File: src/rtl/cp0_timer_unit.sv
// Coprocessor-0 for the MEM stage: SR/Cause/EPC/PrID, Count/Compare timer,
// interrupt/exception arbitration and kernel-entry/ERET control.
module cp0_timer_unit #(
    parameter int          NUM_HWINT = 6,
    parameter int          HAS_TIMER = 1,
    parameter logic [31:0] RESET_EPC = 32'h0000_3000,
    parameter logic [31:0] PRID      = 32'hbaad_face
) (
    input  logic                 clk,
    input  logic                 reset,
    input  logic                 stall,
    input  logic [31:0]          pc,
    input  logic                 bd_flag,
    input  logic [4:0]           exc_code,
    input  logic                 is_mfc0,
    input  logic                 is_mtc0,
    input  logic                 is_eret,
    input  logic [4:0]           reg_id,
    input  logic [31:0]          wdata,
    input  logic [NUM_HWINT-1:0] hw_int,
    output logic [1:0]           kctrl,
    output logic [31:0]          epc,
    output logic                 is_bd,
    output logic [31:0]          rdata,
    output logic                 timer_irq
);

    localparam logic [NUM_HWINT-1:0] TOP_LINE =
        NUM_HWINT'(1) << (NUM_HWINT - 1);

    logic [NUM_HWINT-1:0] im;
    logic [NUM_HWINT-1:0] ip;
    logic                 ie;
    logic                 exl;
    logic [4:0]           exc_q;
    logic                 bd_q;
    logic [31:0]          epc_q;
    logic [31:0]          count_q;
    logic [31:0]          compare_q;

    logic [NUM_HWINT-1:0] ip_now;
    logic                 intr;
    logic                 excp;
    logic                 take;
    logic [31:0]          count_inc;
    logic                 timer_hit;
    logic [31:0]          epc_src;
    logic [31:0]          sr_val;
    logic [31:0]          cause_val;
    logic [5:0]           im6;
    logic [5:0]           ip6;

    always_comb begin
        ip_now = hw_int;
        if (HAS_TIMER != 0 && timer_irq)
            ip_now = hw_int | TOP_LINE;
    end

    assign intr      = (|(im & ip_now)) && ie && !exl;
    assign excp      = (exc_code != 5'd0);
    assign take      = intr || excp;
    assign count_inc = count_q + 32'd1;
    assign timer_hit = (HAS_TIMER != 0) && (count_inc == compare_q)
                       && (compare_q != 32'd0);
    assign epc_src   = bd_flag ? (pc - 32'd4) : pc;

    assign im6       = 6'(im);
    assign ip6       = 6'(ip);
    assign sr_val    = {16'b0, im6, 8'b0, exl, ie};
    assign cause_val = {bd_q, 15'b0, ip6, 3'b0, exc_q, 2'b0};

    always_comb begin
        kctrl = 2'b00;
        if (!stall) begin
            if (take)
                kctrl = 2'b01;
            else if (is_eret)
                kctrl = 2'b10;
        end
    end

    assign is_bd = (kctrl == 2'b01) && bd_flag;
    assign epc   = epc_q;

    always_comb begin
        rdata = 32'd0;
        if (is_mfc0) begin
            case (reg_id)
                5'd12: rdata = sr_val;
                5'd13: rdata = cause_val;
                5'd14: rdata = epc_q;
                5'd15: rdata = PRID;
                5'd9:  rdata = (HAS_TIMER != 0) ? count_q : 32'd0;
                5'd11: rdata = (HAS_TIMER != 0) ? compare_q : 32'd0;
                default: rdata = 32'd0;
            endcase
        end
    end

    always_ff @(posedge clk) begin
        if (reset) begin
            im        <= '1;
            ie        <= 1'b1;
            exl       <= 1'b0;
            ip        <= '0;
            exc_q     <= 5'd0;
            bd_q      <= 1'b0;
            epc_q     <= {RESET_EPC[31:2], 2'b00};
            count_q   <= 32'd0;
            compare_q <= 32'd0;
            timer_irq <= 1'b0;
        end else begin
            ip <= ip_now;
            if (HAS_TIMER != 0) begin
                count_q <= count_inc;
                if (timer_hit)
                    timer_irq <= 1'b1;
            end
            // Entry discards any concurrent MTC0 or ERET
            if (!stall) begin
                if (take) begin
                    exl   <= 1'b1;
                    exc_q <= intr ? 5'd0 : exc_code;
                    bd_q  <= bd_flag;
                    epc_q <= {epc_src[31:2], 2'b00};
                end else if (is_eret) begin
                    exl   <= 1'b0;
                    exc_q <= 5'd0;
                    bd_q  <= 1'b0;
                end else if (is_mtc0) begin
                    case (reg_id)
                        5'd12: begin
                            im  <= wdata[9+NUM_HWINT:10];
                            exl <= wdata[1];
                            ie  <= wdata[0];
                        end
                        5'd14: epc_q <= {wdata[31:2], 2'b00};
                        5'd9: begin
                            if (HAS_TIMER != 0)
                                count_q <= wdata;
                        end
                        5'd11: begin
                            if (HAS_TIMER != 0) begin
                                compare_q <= wdata;
                                timer_irq <= 1'b0;
                            end
                        end
                        default: ;
                    endcase
                end
            end
        end
    end

endmodule

File: config.mk
export PLATFORM = sky130hd
export DESIGN_NAME = cp0_timer_unit
export DESIGN_NICKNAME = d
export VERILOG_FILES = /design/src/rtl/cp0_timer_unit.sv
export SDC_FILE = /design/constraint.sdc
export NUM_CORES = 1
export LEC_CHECK = 0
export BUFFER_PORTS_ARGS = -buffer_cell sky130_fd_sc_hd__buf_2
export CORE_AREA = 2 2 108 162
export DETAILED_ROUTE_END_ITERATION = 8
export DIE_AREA = 0 0 110 164
export GPL_ROUTABILITY_DRIVEN = 0
export PLACE_DENSITY_LB_ADDON = 0.1
export REMOVE_ABC_BUFFERS = 1
export SYNTH_ARGS = -nofsm -noshare
export SYNTH_HDL_FRONTEND = slang
export SYNTH_SLANG_ARGS = --single-unit
File: constraint.sdc
create_clock -name clk -period 2.7 [get_ports clk]
set_input_delay 0.27 -clock clk [delete_from_list [all_inputs] [get_ports clk]]
set_output_delay 0.27 -clock clk [all_outputs]
set_load 0.01 [all_outputs]
**After elaboration in Yosys (flattened, before gate mapping)**

Index checks and enable logic that the tools add are counted.

- Flip-flop bits (word level): 117
- Word-level logic and storage cells: 75

- Add/sub/neg operators: 2
- Eq/ne operators: 9
- Bitwise gates (word level): 4
- Multiplexer cells: 31
- Reduce and logical (&&, ||, !) cells: 19

Operators with widths:

| operator | number |
|---|---|
| $mux 32 | 11 |
| $pmux 32 s6 | 1 |
| $add 32x1->32 const B | 1 |
| $eq 32x32->1 | 1 |
| $reduce_bool 32->1 | 1 |
| $sub 32x3->32 const B | 1 |
| $eq 5x4->1 const B | 6 |
| $mux 5 | 3 |
| $mux 1 | 12 |
| $reduce_and 5->1 | 2 |
| $and 6x6->6 | 1 |
| $mux 2 | 3 |
| $mux 6 | 1 |
| $reduce_bool 2->1 | 3 |
| $reduce_bool 3->1 | 2 |
| $reduce_or 6->1 | 1 |
| $reduce_bool 5->1 | 1 |
| $logic_and 1x1->1 | 4 |
| $reduce_and 4->1 | 1 |
| $not 1->1 | 3 |
| $reduce_and 3->1 | 1 |
| $eq 2x1->1 const B | 1 |
| $ne 2x1->1 const B | 1 |
| $reduce_and 2->1 | 1 |
| other kinds (2) | 2 |

**Logic depth before layout (Yosys ltp)**

Gate-level depths: netlist of the first run.

- Depth after elaboration: 10
- Gate-level depth with buffers: 10

**Worst setup path after synthesis of the first run**

Ideal clock, no wire load.

- Path kind: reg-to-reg
- Start point: reg count_q[0]
- End point: reg timer_irq
- Cell stages (with the launch flop): 10
- Period minus slack after synthesis: 2624 ps
- Buffers on the path: 0
- Arrival time: 2565 ps
- Setup time: 59 ps
- Slack: 76 ps
- Required time: 2641 ps
- Path through: dfxtp_1 ha_1 nand3_1 or2_2 or4_1 xnor2_1 a211oi_1 nand4b_1 nor4_1 a22o_1

- Longest elaborated chain between the ends: 9

RTL lines:

| item | RTL line | source |
|---|---|---|
| start: declaration | 38 | `logic [31:0] count_q;` |
| start signal: assignment | 115 | `count_q <= count_inc;` |
| start signal: assignment | 140 | `count_q <= wdata;` |
| $add 32x1->32 (*) | 62 | `assign count_inc = count_q + 32'd1;` |
| $eq 32x32->1 (*) | 63 | `assign timer_hit = (HAS_TIMER != 0) && (count_inc == compare_q)` |
| $logic_and 1x1->1 (*) | 64 | `&& (compare_q != 32'd0);` |
| $mux 1 (*) | 116 | `if (timer_hit)` |
| $mux 1 | 131 | `case (reg_id)` |
| $mux 1 | 130 | `end else if (is_mtc0) begin` |
| $mux 1 | 126 | `end else if (is_eret) begin` |
| $mux 1 | 121 | `if (take) begin` |
| $mux 1 (*) | 120 | `if (!stall) begin` |
| end signal: assignment | 111 | `timer_irq <= 1'b0;` |
| end signal: assignment | 117 | `timer_irq <= 1'b1;` |
| end signal: assignment | 145 | `timer_irq <= 1'b0;` |
| end: declaration | 25 | `output logic timer_irq` |

Every way passes the cells marked *; elsewhere a longest branch is shown, timed or not.
A chain may end at the register's enable or synchronous reset.

**Final worst setup path of the first run**

- Start point: reg im[3]
- End point: out kctrl[1]

- Longest elaborated chain between the ends: 7

RTL lines:

| item | RTL line | source |
|---|---|---|
| start: declaration | 31 | `logic [NUM_HWINT-1:0] im;` |
| start signal: assignment | 133 | `im <= wdata[9+NUM_HWINT:10];` |
| $and 6x6->6 | 59 | `assign intr = (\|(im & ip_now)) && ie && !exl;` |
| $reduce_or 6->1 | 59 |  |
| $logic_and 1x1->1 (2 in a row) | 59 |  |
| $logic_or 1x1->1 | 61 | `assign take = intr \|\| excp;` |
| $mux 2 | 75 | `if (take)` |
| $mux 2 | 74 | `if (!stall) begin` |
| end: declaration | 21 | `output logic [1:0] kctrl,` |

No other way between the ends.

==> results.txt, run 1 <==
----------------------------------------------------
[Floorplanning]
  Std-Cell Rows ... 58
  DIE HEIGHT ... approximately 160 µm
  Full die area ... 0.0180 mm²
  Placeable core region ... 0.0166 mm²
  DIE WIDTH ... 110 µm
  Initial standard-cell utilization of the core ... 44.1%
  Number of primary I/O pins ... 155

[Power and ir drop]
  Overall power consumption ... 0.00459 W
  Part of the total power dissipated in combinational logic ... 9.7%
  Reported leakage power ... 3.86 nW
  Switching Fraction ... 25.8%
  P per Cell Area ... about 480 mW/mm²
  Proportion of power drawn by flip-flops and latches ... 38.6%
  Pint ... 0.00340 W
  Psw ... between 0.001 and 0.0015 W
  Clock share of power ... 51.7%
  IR Drop Worst-Case VDD ... 0.354 mV

[Synth]
  Post-synthesis instance area ... 0.00732 mm²
  Proportion of synthesized chip area in sequential cells ... 31.4%
  Post-Synthesis Cells ... 972
  Average size of a mapped cell ... 7.53 µm²
  Number of warnings issued by yosys ... 0
  Top post-synthesis cells by area ... sky130_fd_sc_hd__dfxtp_1 (31%), sky130_fd_sc_hd__a21oi_1 (7.0%), sky130_fd_sc_hd__nand2_1 (6.4%), sky130_fd_sc_hd__nor2_1 (6.4%), sky130_fd_sc_hd__xnor2_1 (5.3%)
  Most area-hungry cell type in the Yosys netlist ... sky130_fd_sc_hd__dfxtp_1
  Synth cell types ... just under 80
  Synth async-reset ratio ... 0%
  Synth top area share ... 31.4%
  Dominant synthesized flop cell ... sky130_fd_sc_hd__dfxtp_1
  Number of synthesized register bits ... 115
  Post-synth EDFFs ... 0

[Worst setup path]
  Kind of launch point of the worst setup path ... flop
  Kind of capture point of the worst setup path ... output port
  Arrival time reported for the critical path endpoint ... between 2 and 2.5 ns
  Peak fanout along the critical path ... 4
  Critical setup path kind ... reg2out
  CP required ... approximately 2.4 ns

[Timing]
  Final critical delay including setup and external delays ... about 2.6 ns
  Min Hold Slack ... 0.0693 ns
  Setup-failing EPs final ... 0
  Final slew viol count ... 0
  Worst-case headroom to the max-slew limit ... about half
  Share of the clock period used by the worst path ... between 90 and 100%
  Count of endpoints failing hold in the final timing report ... 0
  Worst clock skew ... 0.0100 ns
  Setup repair after global routing missed its margin ... true
  Measured slew at the worst slew-check pin ... around 0.77 ns
  Highest Clock Rate ... 0.382 GHz

[Route]
  Routed length per instance ... ~19 µm
  Starting DRT DRC Count ... 607
  Uppermost layer routed ... met4
  DRC viols ... 0
  Drt pass-1 iters ... 6
  Detailed route wirelength on metal3 ... 1570 µm
  Remaining antenna violation count after routing ... 0
  Detail Route met2 WL ... 13600 µm
  Routed via count divided by cell count ... ~5.8
  Final wirelength ... 26900 µm
  Total number of vias ... a little over 8000
  Metal-1 WL ... 10700 µm

[Placed design]
  Number of buffers inserted by port buffering ... 150
  Placed Instance Area ... just under 0.009 mm²
  Half-perimeter wire length of the detailed placement result ... 20200 µm
  # placed instances ... ~1400

[Run]
  Max-capacitance violation count ... 0

[Finish]
  Non-filler instance count after layout ... ~1400
  Antenna cells ... 0
  Synthesis-to-layout area growth ... 29.5%
  Net total in the final layout ... 1257
  Finished layout cell area ... roughly 0.0095 mm²
  Fraction of final layout cells with drive strength greater than 1 ... 26.7%
  Filler cell count ... 1647

[Clock network]
  Maximum buffer depth of the clock tree ... 2
  Clk Latency, worst-skew pair ... 0.42 ns
  Clock buffer count from CTS ... 17
  CTS tree ... yes
  Post-CTS Repair Setup Buffers ... 0
  Maximum level of the CTS H-tree ... 4
  Cell chosen for the clock root ... sky130_fd_sc_hd__clkbuf_16
  Clock net sink count ... 115
  Clock-pin slew of the registers on the worst-case setup and hold paths ... 0.06 ns

[GRT]
  Initial antenna violation count ... 0
  Global-route wire length before repair ... 41500 µm
  Residual overflow from global routing ... 0
  Pin count of the biggest net entering global routing ... 61
  Number of global-route vias before repair ... 7680
  Overall track demand over capacity in global routing ... 30.6%

[Run status]
  Run status ... complete, no violations

[Min path]
  Worst hold path class ... in2reg

----------------------------------------------------
-- routing by layer --
layer | up-vias | GRT usage, %
li1 | 3907 | -
met1 | 3786 | 36.1
met2 | 290 | 52.5
met3 | 59 | 5.56
met4 | 0 | 14.6
met5 | - | 0
-- placed cells by master (no fill, tap or decap), types with 6 or more instances in the layout --
| cell | instances |
|---|---|
| sky130_fd_sc_hd__buf_2 | 149 |
| sky130_fd_sc_hd__nor2_1 | 124 |
| sky130_fd_sc_hd__nand2_1 | 124 |
| sky130_fd_sc_hd__dfxtp_1 | 115 |
| sky130_fd_sc_hd__a21oi_1 | 102 |
| sky130_fd_sc_hd__buf_4 | 97 |
| sky130_fd_sc_hd__a211oi_1 | 47 |
| sky130_fd_sc_hd__xnor2_1 | 44 |
| sky130_fd_sc_hd__o21ai_0 | 30 |
| sky130_fd_sc_hd__nand3_1 | 28 |
| sky130_fd_sc_hd__xor2_1 | 25 |
| sky130_fd_sc_hd__mux2i_1 | 21 |
| sky130_fd_sc_hd__a22oi_1 | 18 |
| sky130_fd_sc_hd__nor4_1 | 18 |
| sky130_fd_sc_hd__nor3_1 | 17 |
| sky130_fd_sc_hd__clkbuf_16 | 17 |
| sky130_fd_sc_hd__inv_1 | 13 |
| sky130_fd_sc_hd__nand3b_1 | 13 |
| sky130_fd_sc_hd__o211ai_1 | 12 |
| sky130_fd_sc_hd__and3_1 | 11 |
| sky130_fd_sc_hd__nand4_1 | 11 |
| sky130_fd_sc_hd__nor2b_1 | 9 |
| sky130_fd_sc_hd__a221oi_1 | 8 |
| sky130_fd_sc_hd__and2_1 | 6 |
| sky130_fd_sc_hd__nand2b_1 | 6 |
-- per-stage QoR --
step | TNS (ns) | setup slack (ns) | util, %
4_1_cts | 0 | 0.0386 | 56.7
5_1_grt | -0.0119 | -0.0119 | 57.0
6_report | 0 | 0.0828 | 57.0
2_1_floorplan | -95.81 | -1.49 | -
3_5_place_dp | -0.167 | -0.167 | 53.0
3_3_place_gp | -0.0615 | -0.0615 | 53.0
-- cells in the mapped netlist (4+ instances only) --
| master | number |
|---|---|
| sky130_fd_sc_hd__nor2_1 | 124 |
| sky130_fd_sc_hd__o2111ai_1 | 4 |
| sky130_fd_sc_hd__a21boi_0 | 5 |
| sky130_fd_sc_hd__and2_1 | 6 |
| sky130_fd_sc_hd__a221oi_1 | 8 |
| sky130_fd_sc_hd__and3_1 | 12 |
| sky130_fd_sc_hd__dfxtp_1 | 115 |
| sky130_fd_sc_hd__a22oi_1 | 18 |
| sky130_fd_sc_hd__a311oi_1 | 5 |
| sky130_fd_sc_hd__nor3_1 | 20 |
| sky130_fd_sc_hd__xor2_1 | 26 |
| sky130_fd_sc_hd__nand2_1 | 125 |
| sky130_fd_sc_hd__a211oi_1 | 47 |
| sky130_fd_sc_hd__nor3b_1 | 5 |
| sky130_fd_sc_hd__nor4_1 | 19 |
| sky130_fd_sc_hd__xnor2_1 | 44 |
| sky130_fd_sc_hd__a22o_1 | 4 |
| sky130_fd_sc_hd__nand4_1 | 11 |
| sky130_fd_sc_hd__nand3b_1 | 13 |
| sky130_fd_sc_hd__buf_4 | 7 |
| sky130_fd_sc_hd__a222oi_1 | 4 |
| sky130_fd_sc_hd__nand3_1 | 28 |
| sky130_fd_sc_hd__buf_2 | 12 |
| sky130_fd_sc_hd__o21ai_0 | 30 |
| sky130_fd_sc_hd__nand2b_1 | 6 |
| sky130_fd_sc_hd__a21oi_1 | 102 |
| sky130_fd_sc_hd__mux2i_1 | 21 |
| sky130_fd_sc_hd__nor2b_1 | 9 |
| sky130_fd_sc_hd__clkbuf_1 | 47 |
| sky130_fd_sc_hd__o211ai_1 | 12 |
| sky130_fd_sc_hd__inv_1 | 13 |
-- path summary, 6_finish.rpt --
kind | start | endpoint | slack [ns] | depth (start not counted)
setup reg to reg | count_q[13]$_SDFF_PP0_ | timer_irq$_SDFF_PP0_ | 0.12 | 9
hold / removal | hw_int[3] | ip[3]$_SDFF_PP0_ | 0.07 | 2
hold reg to reg | epc[2]$_SDFFE_PP0P_ | epc[2]$_SDFFE_PP0P_ | 0.47 | 2
setup / recovery | im[3]$_SDFFE_PP1P_ | kctrl[1] | 0.08 | 7
-- final cells by class --
| cell class | count | area [µm²] | area share, % |
|---|---|---|---|
| clock buffers | 18 | 439 | 4.63 |
| repair buffers | 249 | 1530 | 16.2 |
| flip-flops and latches | 115 | 2300 | 24.3 |
| inverters | 13 | 48.8 | 0.515 |
| clock inverters | 14 | 176 | 1.86 |
| well taps | 210 | 263 | 2.77 |
| multi-input cells | 772 | 4720 | 49.8 |
-- cells by family after synthesis --
kind of cell             share of synthesized area, %
AO/OA/AOI/OAI                                    22.9
XOR/XNOR                                         8.68
adder cells (fa/ha/maj)                         0.342
buffers and inverters                            5.18
flip-flops                                       31.4
multiplexers                                     3.03
other                                          0.0512
AND/OR/NAND/NOR                                  28.4
-- sequential cells by signal, summed over array words and instances, names as in the netlist --
register   count
timer_irq      1
epc           30
bd_q           1
im             6
count_q       32
exl            1
exc_q          5
ie             1
ip             6
compare_q     32
-- worst max-delay path, stage by stage, from the launching register on --
cell and delay [ns]:
sky130_fd_sc_hd__dfxtp_1 0.33, sky130_fd_sc_hd__a222oi_1 0.31, sky130_fd_sc_hd__buf_4 0.17, sky130_fd_sc_hd__a311oi_1 0.12, sky130_fd_sc_hd__or3_2 0.55, sky130_fd_sc_hd__buf_4 0.17
sky130_fd_sc_hd__nor3_1 0.11, sky130_fd_sc_hd__buf_2 0.15
-- what timing repair did --
| action | CTS | global route |
|---|---|---|
| pin swaps | 0 | 3 |
| endpoints found under the setup margin | 1 | 12 |
| hold buffers | 0 | 0 |
| gates resized for setup | 2 | 10 |
-- power by group through the flow --
stage                     clock (W)  combinational, W  sequential [W]
after floorplan                   0          0.000168         0.00181
after global placement            0          0.000437         0.00180
after detailed placement          0          0.000440         0.00180
after CTS                   0.00239          0.000442         0.00177
after global routing        0.00248          0.000489         0.00177
final                       0.00237          0.000446         0.00177
No activity file was read; power rests on OpenSTA's default activity.
==> run 2, diff against run 1 <==
- CAP_MARGIN: default -> 20
- clock period: 2.7 -> 2.65 ns (I/O delays scaled with it)
==> run 2 against run 1 <==
  * Combinational power increased by 3%
  * Clock skew rose by 0.014 ns
  * Final area increased by 0.71%
  * Final cell count increased by 0.79%
  * Clock-buffer cell count unchanged
  * Flip-flop and latch count is the same
  * Critical endpoint is now timer_irq$_SDFF_PP0_
  * Via count increased by 0.44%
  * Register-to-register slack got worse by 0.03 ns
==> results.txt, run 2 (synthesis results as in run 1) <==
----------------------------------------------------
[Power and ir drop]
  Proportion of power drawn by flip-flops and latches ... 38.9%
  Psw ... 0.00125 W
  P per Cell Area ... 485 mW/mm²
  Reported leakage power ... 3.90 nW
  Pint ... approximately 0.0034 W
  Clock share of power ... 51.2%
  Part of the total power dissipated in combinational logic ... 9.9%
  IR Drop Worst-Case VDD ... ~0.28 mV
  Switching Fraction ... 27.0%

[Clock network]
  Maximum level of the CTS H-tree ... 4
  Cell chosen for the clock root ... sky130_fd_sc_hd__clkbuf_16
  Clk Latency, worst-skew pair ... 0.44 ns
  Maximum buffer depth of the clock tree ... 2
  CTS tree ... yes
  Hold buffer count at CTS ... 0
  Clock-pin slew of the registers on the worst-case setup and hold paths ... 0.06 ns
  Clock net sink count ... 115
  Post-CTS Repair Setup Buffers ... 0
  Clock buffer count from CTS ... 17

[Placed design]
  Half-perimeter wire length of the detailed placement result ... between 20000 and 25000 µm
  Number of buffers inserted by port buffering ... 150
  Placed Instance Area ... around 0.009 mm²

[Route]
  Uppermost layer routed ... met4
  Final wirelength ... 27100 µm
  Routed via count divided by cell count ... 5.76
  Metal-1 WL ... 10700 µm
  Detail Route met2 WL ... between 10000 and 15000 µm
  Starting DRT DRC Count ... roughly 630
  DRC viols ... 0
  Detailed route wirelength on metal3 ... 1610 µm
  Remaining antenna violation count after routing ... 0
  Total number of vias ... ~8100
  Drt pass-1 iters ... 5
  Routed length per instance ... between 15 and 20 µm

[Worst setup path]
  CP required ... 3.02 ns
  Worst reg2reg startpoint ... count_q[4]$_SDFF_PP0_
  Kind of launch point of the worst setup path ... flop
  Kind of capture point of the worst setup path ... flop
  Launching element of the worst setup path ... count_q[4]$_SDFF_PP0_
  Critical setup path kind ... reg2reg
  Arrival time reported for the critical path endpoint ... 2.93 ns
  Peak fanout along the critical path ... 6

[Floorplanning]
  Initial standard-cell utilization of the core ... 44.1%
  DIE WIDTH ... around 110 µm
  Std-Cell Rows ... 58
  Full die area ... approximately 0.018 mm²
  Placeable core region ... 0.0166 mm²
  DIE HEIGHT ... 164 µm
  Number of primary I/O pins ... approximately 160

[Timing]
  Measured slew at the worst slew-check pin ... between 0.6 and 0.7 ns
  Setup-failing EPs final ... 0
  Final critical delay including setup and external delays ... roughly 2.6 ns
  Worst-case headroom to the max-slew limit ... between 50% and 60%
  Share of the clock period used by the worst path ... just under 100%
  Setup repair after global routing missed its margin ... true
  Min Hold Slack ... 0.0605 ns
  Final slew viol count ... 0
  Highest Clock Rate ... 0.390 GHz
  Count of endpoints failing hold in the final timing report ... 0
  Worst clock skew ... 0.0242 ns

[Finish]
  Antenna cells ... 0
  Synthesis-to-layout area growth ... 30.4%
  Fraction of final layout cells with drive strength greater than 1 ... 27.3%
  Net total in the final layout ... 1268
  Most frequent standard cell in the layout excluding fill and tap cells ... sky130_fd_sc_hd__buf_2
  Core utilization of the finished layout ... between 50% and 60%
  Finished layout cell area ... 0.00955 mm²
  Most frequent cells in the layout ... sky130_fd_sc_hd__buf_2 (149), sky130_fd_sc_hd__nor2_1 (124), sky130_fd_sc_hd__nand2_1 (124)

[Min path]
  Worst hold path class ... in2reg
  Min-Delay Startpoint ... hw_int[3]

[GRT]
  Pin count of the biggest net entering global routing ... 62
  Global-route wire length before repair ... 42300 µm
  Overall track demand over capacity in global routing ... 31.0%
  Residual overflow from global routing ... 0
  Number of global-route vias before repair ... around 7800
  Initial antenna violation count ... 0

[Run]
  Max-capacitance violation count ... 0

[Run status]
  Run status ... complete, no violations

----------------------------------------------------
==> run 2: worst max-delay path: stages (launching register included) <==
cell and delay, ns:
sky130_fd_sc_hd__dfxtp_1 0.35, sky130_fd_sc_hd__nand4_2 0.19, sky130_fd_sc_hd__or4_4 0.59, sky130_fd_sc_hd__nor4_4 0.26, sky130_fd_sc_hd__xnor2_1 0.19, sky130_fd_sc_hd__xor2_1 0.28
sky130_fd_sc_hd__o2111ai_1 0.18, sky130_fd_sc_hd__nor4_2 0.31, sky130_fd_sc_hd__a22o_1 0.16
==> run 2: through the flow <==
stage	setup slack, ns	power, W	TNS (ns)	instances
after floorplan	-1.54	0.00202	-100.96	900
after global placement	-0.0790	0.00229	-0.0790	1369
final	0.0888	0.00463	0	1402
after global routing	-0.0569	0.00478	-0.0569	1402
after detailed placement	-0.139	0.00229	-0.139	1370
after CTS	0.0251	0.00464	0	1402
==> run 2: repair_timing <==
item,in CTS,in global routing
gates resized for setup,2,10
setup endpoints to repair,1,9
pin swaps,0,2
==> run 2: final cells by class <==
cell class | instances | area, µm²
fillers | 1637 | 7070
multi-input cells | 772 | 4710
flip-flops and latches | 115 | 2300
repair buffers | 260 | 1630
clock buffers | 18 | 439
well taps | 210 | 263
clock inverters | 14 | 153
inverters | 13 | 48.8
==> run 2: final timing paths <==
kind	end	slack [ns]	depth (start not counted)
setup / recovery	timer_irq$_SDFF_PP0_	0.09	8
hold / removal	ip[3]$_SDFF_PP0_	0.06	2
setup reg to reg	timer_irq$_SDFF_PP0_	0.09	8
hold reg to reg	epc[2]$_SDFFE_PP0P_	0.48	2
==> run 2: per-layer routing <==
layer,up-vias,track usage [%]
li1,3925,-
met1,3790,37.7
met2,309,52.9
met4,0,15.2
met3,53,4.05
met5,-,0
==> run 2: power groups by stage <==
stage               clock, W  sequential, W  combinational (W)
floorplan                  0        0.00185           0.000171
global placement           0        0.00184           0.000449
detailed placement         0        0.00184           0.000452
CTS                  0.00238        0.00180           0.000455
global route         0.00247        0.00181           0.000503
finish               0.00237        0.00180           0.000458
==> run 3, diff against run 2 <==
- CORE_AREA: 2 2 108 162 -> 2 2 98 147
- DIE_AREA: 0 0 110 164 -> 0 0 100 149
- RECOVER_POWER: default -> 25
==> run 3 against run 2 <==
  * The flow now finishes with violations (capacitance limit, slew limit)
  * Final cell count down 4.6%
  * Final area decreased by 2.4%
  * Critical path depth rose by 1
  * Sequential power about the same
  * Sequential share of layout area grew 0.62 points
  * Wire length fell by 5.7%
  * Die area decreased by 17%
  * Highest routed layer unchanged
==> results.txt, run 3 (synthesis results as in run 1) <==
----------------------------------------------------
[Route]
  Final wirelength ... 25600 µm
  Routed length per instance ... 19.1 µm
  Routed via count divided by cell count ... 6.10
  DRC viols ... 0
  Total number of vias ... 8162
  Starting DRT DRC Count ... 584
  Drt pass-1 iters ... 7
  Remaining antenna violation count after routing ... 0

[GRT]
  Number of global-route vias before repair ... 7538
  Initial antenna violation count ... 0
  Global-route wire length before repair ... 39300 µm
  Residual overflow from global routing ... 0
  Overall track demand over capacity in global routing ... 34.0%
  Pin count of the biggest net entering global routing ... 39

[Run status]
  Run status ... complete, but fails checks
  Failing checks ... capacitance limit, slew limit

[Worst setup path]
  Worst r2r dst ... timer_irq$_SDFF_PP0_
  Kind of launch point of the worst setup path ... flop
  Reg2Reg Setup Slack ... 0.09 ns
  Capture point of the critical path ... timer_irq$_SDFF_PP0_
  Peak fanout along the critical path ... 6
  CP required ... 3.02 ns
  Launching element of the worst setup path ... count_q[0]$_SDFF_PP0_
  Reg2Reg Depth ... 9
  Worst reg2reg startpoint ... count_q[0]$_SDFF_PP0_
  Kind of capture point of the worst setup path ... flop
  Arrival time reported for the critical path endpoint ... about 2.9 ns
  Critical setup path kind ... reg2reg

[Power and ir drop]
  Clock share of power ... 52.4%
  Pint ... ~0.0035 W
  Psw ... ~0.0012 W
  Proportion of power drawn by flip-flops and latches ... a little under two fifths
  Reported leakage power ... roughly 3.7 nW
  Switching Fraction ... 25.1%
  Part of the total power dissipated in combinational logic ... 9.5%
  P per Cell Area ... 508 mW/mm²
  IR Drop Worst-Case VDD ... 0.378 mV

[Timing]
  Highest Clock Rate ... 0.391 GHz
  Setup repair after global routing missed its margin ... true
  Final slew viol count ... 39
  Worst-case headroom to the max-slew limit ... -21.3%
  Setup TNS ... 0 ns
  Final critical delay including setup and external delays ... 2.56 ns
  Setup-failing EPs final ... 0
  Measured slew at the worst slew-check pin ... 1.82 ns
  Min Hold Slack ... between 0.06 and 0.07 ns
  Share of the clock period used by the worst path ... 96.4%
  Worst clock skew ... 0.0113 ns
  Count of endpoints failing hold in the final timing report ... 0

[Floorplanning]
  DIE HEIGHT ... 149 µm
  Std-Cell Rows ... 53
  Initial standard-cell utilization of the core ... 53.1%
  Number of primary I/O pins ... 155
  Full die area ... 0.0149 mm²
  DIE WIDTH ... 100 µm
  Placeable core region ... 0.0138 mm²

[Clock network]
  Maximum buffer depth of the clock tree ... 2
  Maximum level of the CTS H-tree ... 4
  CTS tree ... yes
  Clock net sink count ... approximately 120
  Clock buffer count from CTS ... 17
  Clock-pin slew of the registers on the worst-case setup and hold paths ... 0.06 ns
  Clk Latency, worst-skew pair ... 0.43 ns
  Cell chosen for the clock root ... sky130_fd_sc_hd__clkbuf_16

[Finish]
  Antenna cells ... 0
  Synthesis-to-layout area growth ... 27.3%
  Fraction of final layout cells with drive strength greater than 1 ... 23.0%
  Non-filler instance count after layout ... ~1300
  Most frequent cells in the layout ... sky130_fd_sc_hd__nor2_1 (124), sky130_fd_sc_hd__nand2_1 (124), sky130_fd_sc_hd__buf_2 (116)
  Net total in the final layout ... 1249

[Placed design]
  Number of buffers inserted by port buffering ... 150
  # placed instances ... roughly 1300
  Half-perimeter wire length of the detailed placement result ... 18800 µm

[Run]
  Max-capacitance violation count ... 1

[Min path]
  Hold path depth ... 2
  Worst hold path class ... in2reg

----------------------------------------------------
==> run 3: cell types whose count changed in the layout (fill, tap and decap cells not counted), moves of 2 or more <==
cell	change
sky130_fd_sc_hd__bufinv_16	+2
sky130_fd_sc_hd__clkbuf_1	+37
sky130_fd_sc_hd__buf_4	-23
sky130_fd_sc_hd__dfxtp_2	+2
sky130_fd_sc_hd__inv_6	-4
sky130_fd_sc_hd__dfxtp_1	-2
sky130_fd_sc_hd__buf_2	-33
==> run 3: layout make-up <==
class                      instances  area, µm²
multi-input combinational        772       4710
fill                            1250       4480
timing repair buffer             241       1420
tap                              165        206
inverter                          13       48.8
clock inverter                    13        184
clock buffer                      19        443
sequential                       115       2300
==> run 3: through the flow <==
stage / instance area (µm²) / setup slack [ns] / total power [W] / utilization (%)
2_1_floorplan: 6990 / -1.54 / 0.00202 / -
3_3_place_gp: 8680 / 0.0423 / 0.00228 / 63.0
6_report: 9320 / 0.0942 / 0.00473 / 67.6
3_5_place_dp: 8680 / 0.00498 / 0.00228 / 63.0
4_1_cts: 9320 / 0.00459 / 0.00473 / 67.6
5_1_grt: 9320 / 0.000851 / 0.00486 / 67.6
==> run 3: power groups by stage <==
| stage | combinational [W] | clock (W) | sequential, W |
|---|---|---|---|
| finish | 0.000448 | 0.00248 | 0.00181 |
| global route | 0.000489 | 0.00256 | 0.00181 |
| CTS | 0.000448 | 0.00248 | 0.00180 |
| detailed placement | 0.000444 | 0 | 0.00184 |
| global placement | 0.000440 | 0 | 0.00184 |
| floorplan | 0.000171 | 0 | 0.00185 |
==> run 3: worst max-delay path: stages, from the launching register on <==
cell,delay (ns)
sky130_fd_sc_hd__dfxtp_1,0.38
sky130_fd_sc_hd__buf_4,0.17
sky130_fd_sc_hd__nand3_1,0.12
sky130_fd_sc_hd__or4_4,0.48
sky130_fd_sc_hd__nor4_4,0.26
sky130_fd_sc_hd__xnor2_1,0.20
sky130_fd_sc_hd__xor2_1,0.27
sky130_fd_sc_hd__o2111ai_1,0.18
sky130_fd_sc_hd__nor4_2,0.28
sky130_fd_sc_hd__a22o_1,0.15
==> run 3: worst min-delay path by stage <==
stage                        start                   endpoint  slack (ns)
2_1_floorplan                reset  compare_q[0]$_SDFFE_PP0P_        0.33
3_3_place_gp   epc[7]$_SDFFE_PP0P_        epc[7]$_SDFFE_PP0P_        0.45
3_5_place_dp   epc[7]$_SDFFE_PP0P_        epc[7]$_SDFFE_PP0P_        0.46
4_1_cts                  hw_int[2]           ip[2]$_SDFF_PP0_        0.06
5_1_grt                  hw_int[0]           ip[0]$_SDFF_PP0_        0.08
6_report                 hw_int[2]           ip[2]$_SDFF_PP0_        0.07
==> run 3: repair_timing <==
item                       in CTS  in global routing
resized for setup               3                 12
setup endpoints to repair       2                  2
buffers inserted                0                  0
pin swaps                       0                  2
hold buffers                    0                  0
==> run 3: layer usage <==
metal / up-vias / share of wire (%) / GRT usage [%] / routed length (µm)
li1: 3892 / - / - / -
met1: 3851 / 39 / 39.9 / 9880
met2: 346 / 52 / 60.6 / 13200
met3: 73 / 5.6 / 4.22 / 1440
met4: 0 / 4.1 / 16.4 / 1040
met5: - / 0 / 0 / 0
